`config.mk`:
```
export PLATFORM = sky130hd
export DESIGN_NAME = adsr_envelope_sequencer_flat
export DESIGN_NICKNAME = d
export VERILOG_FILES = /design/src/rtl/synth_pkg.sv /design/src/rtl/adsr_envelope_sequencer_if.sv /design/src/rtl/sample_tick_gen.sv /design/src/rtl/adsr_envelope_sequencer.sv /design/src/flat_wrapper.sv
export SDC_FILE = /design/constraint.sdc
export NUM_CORES = 2
export LEC_CHECK = 0
export ABC_AREA = 1
export BUFFER_PORTS_ARGS = -buffer_cell sky130_fd_sc_hd__buf_2
export CAP_MARGIN = 10
export CORE_MARGIN = 2
export CORE_UTILIZATION = 38
export CTS_BUF_LIST = sky130_fd_sc_hd__clkbuf_4 sky130_fd_sc_hd__clkbuf_8
export DETAILED_ROUTE_END_ITERATION = 10
export HOLD_SLACK_MARGIN = 0.06
export PLACE_DENSITY = 0.56
export SYNTH_ARGS = -nofsm -noshare
export SYNTH_HDL_FRONTEND = slang
export SYNTH_SLANG_ARGS = --single-unit
```
`constraint.sdc`:
```
create_clock -name clk -period 10.6 [get_ports clk]
set_input_delay 1.06 -clock clk [delete_from_list [all_inputs] [get_ports clk]]
set_output_delay 1.06 -clock clk [all_outputs]
set_load 0.02 [all_outputs]
```
`src/rtl/synth_pkg.sv`:
```
// Shared constants and envelope state encoding for the synth voice path.
package synth_pkg;

    localparam int LVL_W            = 31;
    localparam int TICK_DIV_DEFAULT = 1042;

    localparam logic [LVL_W-1:0] ENV_MAX = 31'h4000_0000;

    typedef enum logic [2:0] {
        ENV_IDLE    = 3'd0,
        ENV_ATTACK  = 3'd1,
        ENV_DECAY   = 3'd2,
        ENV_SUSTAIN = 3'd3,
        ENV_RELEASE = 3'd4
    } env_state_t;

    function automatic logic [LVL_W-1:0] min_lvl(input logic [LVL_W-1:0] a,
                                                 input logic [LVL_W-1:0] b);
        return (a < b) ? a : b;
    endfunction

endpackage

```
`src/rtl/adsr_envelope_sequencer_if.sv`:
```
// Voice bus between the keyboard/register side, the ALU wave source and the envelope block.
interface adsr_envelope_sequencer_if;
    import synth_pkg::*;

    // No valid/ready here: every input is a level, control inputs are sampled only on
    // env_tick cycles and wave_in is sampled every cycle.
    logic                    note_in;
    logic [3:0]              note;
    logic [LVL_W-1:0]        amplitude;
    logic [LVL_W-1:0]        attack;
    logic [LVL_W-1:0]        decay;
    logic [LVL_W-1:0]        sustain;
    logic [LVL_W-1:0]        rel;
    logic signed [31:0]      wave_in;
    logic signed [31:0]      wave_out;
    logic [LVL_W-1:0]        env_level;
    logic [2:0]              env_state;
    logic                    env_tick;
    logic                    voice_active;
    logic [3:0]              note_held;

    modport master (
        output note_in, note, amplitude, attack, decay, sustain, rel, wave_in,
        input  wave_out, env_level, env_state, env_tick, voice_active, note_held
    );

    modport slave (
        input  note_in, note, amplitude, attack, decay, sustain, rel, wave_in,
        output wave_out, env_level, env_state, env_tick, voice_active, note_held
    );

endinterface

```
`src/rtl/sample_tick_gen.sv`:
```
// Free-running divider producing a one-cycle envelope update pulse every TICK_DIV clocks.
module sample_tick_gen #(
    parameter int TICK_DIV = 1042
) (
    input  logic clk,
    input  logic reset,
    output logic env_tick
);

    localparam int            CW   = (TICK_DIV > 1) ? $clog2(TICK_DIV) : 1;
    localparam logic [CW-1:0] LAST = CW'(TICK_DIV - 1);

    logic [CW-1:0] count;

    always_ff @(posedge clk) begin
        if (!reset)
            count <= '0;
        else if (count == LAST)
            count <= '0;
        else
            count <= count + CW'(1);
    end

    assign env_tick = (count == LAST);

endmodule

```
`src/rtl/adsr_envelope_sequencer.sv`:
```
// ADSR envelope FSM plus wave scaler; define ADSR_RETRIGGER_EN to restart ATTACK on a new
// note while the key stays held (otherwise note changes are legato).
module adsr_envelope_sequencer
    import synth_pkg::*;
#(
    parameter int TICK_DIV = TICK_DIV_DEFAULT
) (
    input  logic                       clk,
    input  logic                       reset,
    adsr_envelope_sequencer_if.slave   bus
);

    env_state_t         state, state_nxt;
    logic [LVL_W-1:0]   level, level_nxt;
    logic [3:0]         note_q, note_nxt;
    logic signed [31:0] wave_q;
    logic               tick;
    logic               retrig;

    logic [LVL_W-1:0]   peak, sus, rel_eff;
    logic [LVL_W:0]     att_sum, dec_thr;
    logic signed [63:0] prod;

    sample_tick_gen #(.TICK_DIV(TICK_DIV)) u_tick (
        .clk      (clk),
        .reset    (reset),
        .env_tick (tick)
    );

    assign peak    = min_lvl(bus.amplitude, ENV_MAX);
    assign sus     = min_lvl(bus.sustain, peak);
    assign rel_eff = (bus.rel == '0) ? LVL_W'(1) : bus.rel;
    // One extra bit so level+rate comparisons never wrap.
    assign att_sum = {1'b0, level} + {1'b0, bus.attack};
    assign dec_thr = {1'b0, sus} + {1'b0, bus.decay};

`ifdef ADSR_RETRIGGER_EN
    assign retrig = bus.note_in && (bus.note != note_q) &&
                    ((state == ENV_DECAY) || (state == ENV_SUSTAIN) || (state == ENV_RELEASE));
`else
    assign retrig = 1'b0;
`endif

    always_comb begin
        state_nxt = state;
        level_nxt = level;
        note_nxt  = note_q;
        if (tick) begin
            if (bus.note_in)
                note_nxt = bus.note;
            if (retrig) begin
                state_nxt = ENV_ATTACK;
            end else begin
                case (state)
                    ENV_IDLE: begin
                        if (bus.note_in)
                            state_nxt = ENV_ATTACK;
                    end
                    ENV_ATTACK: begin
                        if (!bus.note_in) begin
                            state_nxt = ENV_RELEASE;
                        end else if (att_sum >= {1'b0, peak}) begin
                            level_nxt = peak;
                            state_nxt = ENV_DECAY;
                        end else begin
                            level_nxt = att_sum[LVL_W-1:0];
                        end
                    end
                    ENV_DECAY: begin
                        if (!bus.note_in) begin
                            state_nxt = ENV_RELEASE;
                        end else if (bus.decay != '0) begin
                            if ({1'b0, level} <= dec_thr) begin
                                level_nxt = sus;
                                state_nxt = ENV_SUSTAIN;
                            end else begin
                                level_nxt = level - bus.decay;
                            end
                        end
                    end
                    ENV_SUSTAIN: begin
                        if (!bus.note_in)
                            state_nxt = ENV_RELEASE;
                        else
                            level_nxt = sus;
                    end
                    ENV_RELEASE: begin
                        if (bus.note_in) begin
                            state_nxt = ENV_ATTACK;
                        end else if (level <= rel_eff) begin
                            level_nxt = '0;
                            state_nxt = ENV_IDLE;
                        end else begin
                            level_nxt = level - rel_eff;
                        end
                    end
                    default: begin
                        state_nxt = ENV_IDLE;
                        level_nxt = '0;
                    end
                endcase
            end
        end
    end

    // Level is at most 2^30, so the product shifted by 30 always fits in 32 bits.
    assign prod = $signed(bus.wave_in) * $signed({1'b0, level});

    always_ff @(posedge clk) begin
        if (!reset) begin
            state  <= ENV_IDLE;
            level  <= '0;
            note_q <= '0;
            wave_q <= '0;
        end else begin
            state  <= state_nxt;
            level  <= level_nxt;
            note_q <= note_nxt;
            wave_q <= 32'(prod >>> 30);
        end
    end

    assign bus.wave_out     = wave_q;
    assign bus.env_level    = level;
    assign bus.env_state    = state;
    assign bus.env_tick     = tick;
    assign bus.voice_active = (state != ENV_IDLE);
    assign bus.note_held    = note_q;

endmodule

```
`src/flat_wrapper.sv`:
```
// flat-port wrapper written by rule: the top's interface ports become plain ports
module adsr_envelope_sequencer_flat import synth_pkg::*;
#(
    parameter int TICK_DIV = TICK_DIV_DEFAULT
)
  (clk, reset, bus_note_in, bus_note, bus_amplitude, bus_attack, bus_decay, bus_sustain, bus_rel, bus_wave_in, bus_wave_out, bus_env_level, bus_env_state, bus_env_tick, bus_voice_active, bus_note_held);
  adsr_envelope_sequencer_if bus_i ();
  input  logic clk;
  input  logic reset;
  input wire logic [$bits(bus_i.note_in)-1:0] bus_note_in;
  input wire logic [$bits(bus_i.note)-1:0] bus_note;
  input wire logic [$bits(bus_i.amplitude)-1:0] bus_amplitude;
  input wire logic [$bits(bus_i.attack)-1:0] bus_attack;
  input wire logic [$bits(bus_i.decay)-1:0] bus_decay;
  input wire logic [$bits(bus_i.sustain)-1:0] bus_sustain;
  input wire logic [$bits(bus_i.rel)-1:0] bus_rel;
  input wire logic [$bits(bus_i.wave_in)-1:0] bus_wave_in;
  output wire logic [$bits(bus_i.wave_out)-1:0] bus_wave_out;
  output wire logic [$bits(bus_i.env_level)-1:0] bus_env_level;
  output wire logic [$bits(bus_i.env_state)-1:0] bus_env_state;
  output wire logic [$bits(bus_i.env_tick)-1:0] bus_env_tick;
  output wire logic [$bits(bus_i.voice_active)-1:0] bus_voice_active;
  output wire logic [$bits(bus_i.note_held)-1:0] bus_note_held;
  assign bus_i.note_in = bus_note_in;
  assign bus_i.note = bus_note;
  assign bus_i.amplitude = bus_amplitude;
  assign bus_i.attack = bus_attack;
  assign bus_i.decay = bus_decay;
  assign bus_i.sustain = bus_sustain;
  assign bus_i.rel = bus_rel;
  assign bus_i.wave_in = bus_wave_in;
  assign bus_wave_out = bus_i.wave_out;
  assign bus_env_level = bus_i.env_level;
  assign bus_env_state = bus_i.env_state;
  assign bus_env_tick = bus_i.env_tick;
  assign bus_voice_active = bus_i.voice_active;
  assign bus_note_held = bus_i.note_held;
  adsr_envelope_sequencer #(.TICK_DIV(TICK_DIV)) u_core (.clk(clk), .reset(reset), .bus(bus_i));
endmodule
```
==> impl_metrics.yaml <==
clock_tree:
  cts_resized: 0
  clk_latency_ns: 0.54
  cts-root-buf: "clkbuf_8"
  clock_sinks: 81
  post-cts-setup-buffers: 0
  clkTransAtPathRegs_ns: 0.11
  hold_buffers: 0
  cts_htree_levels: 3
  cts_tree: "done"
  cts_max_path_buffers: 2
  numCtsBuffers: 9
placement:
  pre_cts_slack_ns: 1.01
  gp_congestion: 1.02
  place_area_sq_mm: 0.0535
  io_buffers: 265
  dp_hpwl_um: 153000
sta:
  relSlewSlack_pct: 16.5
  worst_slew_pin_slew_ns: 1.25
  finalSetupTns_ns: 0
  layout_setup_ws_ns: 1.42
  fmax_mhz: 109
  hold_violations: 0
  finClkSkew_ns: 0.0341
  hold_slack_ns: 0.505
  report.final.slew_viol_count: 0
  fin_crit_sh_pct: 86.6
  rsz0062_at_grt: "no"
  layout_min_cycle_time_ns: 9.18
  setup_violations: 0
global_routing:
  antenna_found_initial: 8
  grt_pass1_vias: 46600
  grt_max_degree: 39
  grt-ovfl-total: 0
  grt_pass1_wl_um: 281000
  grt_usage_pct: 27.1
floorplan:
  die_x_um: 368
  placementRows: 133
  fp.dieArea_sq_mm: 0.136
  io_pins: 266
  die_h_um: 368
  core_area_sq_mm: 0.132
  start_util_pct: 38.3
final_layout:
  synthToLayoutAreaGrowth_pct: 6.55
  nFillCells: 13900
  nets: 8640
  drive_above_1_share_pct: 6.07
  stdcell_area_sq_mm: 0.0537
yosys:
  syn_nets: 8565
  yosys-top-cells-area: "fa_1, inv_1, nand2_1, ha_1, a21oi_1"
  synth_compound_area_share_pct: 6.94
  ys_seq_elements: 81
  synth_warnings: 0
  avgSynthCellArea_sq_um: 7.26
  synth-xor-area-share_pct: 2.29
  syn_inst: 6940
  synthSimpleGateAreaFrac_pct: 20.4
  muxShareOfSynthArea_pct: 0
  yosys_most_used_dff: "dfxtp_1"
  yosysTopAreaCellShare_pct: 41.1
  async_flop_share_pct: 0
  synth_fa_ha_area_share_pct: 50.9
  synth_top_family_by_area: "adder cells"
  synth.distinct_cells: 56
  synth_top_cell_by_area: "fa_1"
  synth.cell_area_sq_mm: 0.0504
  yosysSeqAreaShare_pct: 3.22
  synth_edf_count: 0
critical_path:
  crit_path_end_kind: "flip-flop"
  slowest_delay_ns: 0.90
  critPathBufInv: 6
  cp_max_fo: 28
  required_ns: 11.04
  cp-startpoint: "u_core.bus.env_level[2]"
  arrival_ns: 9.62
  crit_family: "adder cells"
  r2r_start: "u_core.bus.env_level[2]"
  endpoint: "u_core.bus.wave_out[26]"
  reg2regPathDepth: 25
  path_depth: 25
  path_common_cell: "fa_1"
  crit_type: "flip-flop to flip-flop"
  critPathLaunchType: "flip-flop"
  cp_slowest_cell: "dfxtp_2"
  r2r-end: "u_core.bus.wave_out[26]"
  r2r_slack_ns: 1.42
status:
  status: "finished clean"
routing:
  drtAntennaViolNets: 0
  drc: 0
  viasPerCell: 5.06
  vias: 44400
  dr.pass1.iters: 6
  dr.first_iter.drc_count: 3127
  wl_um: 180000
  avgRoutedWirePerCell_um: 20.4
power_and_ir_drop:
  ir_drop_uv: 79.2
  power.density_mw_per_mm2: 25.2
  p_leak_nw: 29.4
  power.total_mw: 1.35
run:
  cap_viol_max_count: 0
worst_hold_path:
  min_path_type: "flip-flop to flip-flop"
[kinds of logic (layout without fill, tap and decap cells)]
logic type,count (synthesis),in the layout
buf+inv,2163,2243
simple gates,2500,2500
xor+xnor,132,132
compound gates,633,633
fa+ha+maj,1431,1431
other cells,0,4
flops,81,81
[power breakdown]
| group | leakage (nW) | switching [mW] | internal, mW |
|---|---|---|---|
| clock network | 0.104 | 0.187 | 0.113 |
| logic | 28.6 | 0.520 | 0.228 |
| registers | 0.668 | 0.00105 | 0.305 |
| total | 29.4 | 0.708 | 0.646 |
[stage by stage]
stage,util (%),std cells
detailed placement,40.6,8759
CTS,40.8,8775
finish,40.8,8779
floorplan,-,6940
global route,40.8,8778
global placement,40.6,8758
[synth_stat cells (5+ instances only)]
library cell / n
o21a_1: 15
buf_2: 12
o21ai_1: 9
a21oi_1: 324
nor4_1: 23
nor2_1: 273
xor2_1: 62
xnor2_1: 70
a31oi_1: 36
inv_1: 1879
buf_1: 18
nor3_1: 43
nand3b_1: 39
nand2_1: 1766
clkbuf_1: 244
dfxtp_1: 81
nand2_2: 5
a21o_1: 23
nand3_1: 254
o21ai_0: 164
nand4_1: 67
and3_1: 6
fa_1: 1034
o211ai_1: 10
ha_1: 397
o21bai_1: 19
[worst register-to-register path, cell delays in order, from the launching register on]
cell and delay (ns):
dfxtp_2 0.90, nand2_1 0.24, inv_1 0.19, fa_1 0.46
fa_1 0.49, fa_1 0.67, inv_1 0.30, fa_1 0.57
inv_1 0.05, fa_1 0.48, fa_1 0.52, fa_1 0.51
inv_1 0.06, fa_1 0.51, inv_1 0.05, ha_1 0.44
nand2_1 0.14, nor2_1 0.26, inv_1 0.12, nor4_1 0.75
o21ai_0 0.23, nand3_1 0.36, a21oi_1 0.24, o31ai_1 0.30
o21ai_0 0.12, a21oi_1 0.15
[layer usage]
metal  global-route usage, %  wire length [um]  up-vias
met5                       0                33        -
met4                    8.38              6140        6
met3                    4.56             13500      250
met2                    43.5             81500     1610
met1                    37.4             78400    22000
li1                        -                 -    20600
[cell usage in the layout, fill, tap and decap left out, types with 5 or more instances in the layout]
cell type	Yosys	routed
o211ai_1	10	10
nand4_1	67	67
clkbuf_8	0	9
nor4_1	23	23
nand3b_1	39	39
and3_1	6	6
a21o_1	23	23
nand3_1	254	254
nor3_1	43	42
o21ai_1	9	9
a21oi_1	324	323
nor2_1	273	270
o21bai_1	19	19
nand2_1	1766	1766
nand2_2	5	5
o21ai_0	164	164
o21a_1	15	15
a31oi_1	36	36
fa_1	1034	1034
ha_1	397	397
xnor2_1	70	70
buf_4	0	75
nor2_4	4	6
dfxtp_1	81	51
inv_1	1879	1879
buf_2	12	266
xor2_1	62	62
dfxtp_2	0	30
[worst min-delay path by stage]
stage / from / to / cells after the start
after detailed placement: u_core.u_tick.count[0] / u_core.u_tick.count[0] / 1
after global routing: u_core.u_tick.count[3] / u_core.u_tick.count[3] / 2
after CTS: u_core.u_tick.count[4] / u_core.u_tick.count[4] / 2
final: u_core.u_tick.count[0] / u_core.u_tick.count[0] / 1
after global placement: u_core.u_tick.count[0] / u_core.u_tick.count[0] / 1
after floorplan: u_core.u_tick.count[0] / u_core.u_tick.count[0] / 1
[sequential cells by signal (all words and copies together), names as in the netlist]
register	cells
u_core.bus.env_level	31
u_core.bus.wave_out	32
u_core.bus.env_state	3
u_core.bus.note_held	4
u_core.u_tick.count	11
[layout make-up]
cell class                      count  area, sq um  share of cell area (%)
Antenna cell                        4         10.0                  0.0186
Clock buffer                        9          124                   0.231
Tap cell                         1755         2200                    4.09
Timing Repair Buffer              341         1890                    3.53
Sequential cell                    81         1660                    3.09
Multi-Input combinational cell   4696        40700                    75.7
Inverter                         1886         7080                    13.2
Clock inverter                      7         86.3                   0.161
No activity file was read; power rests on OpenSTA's default activity.
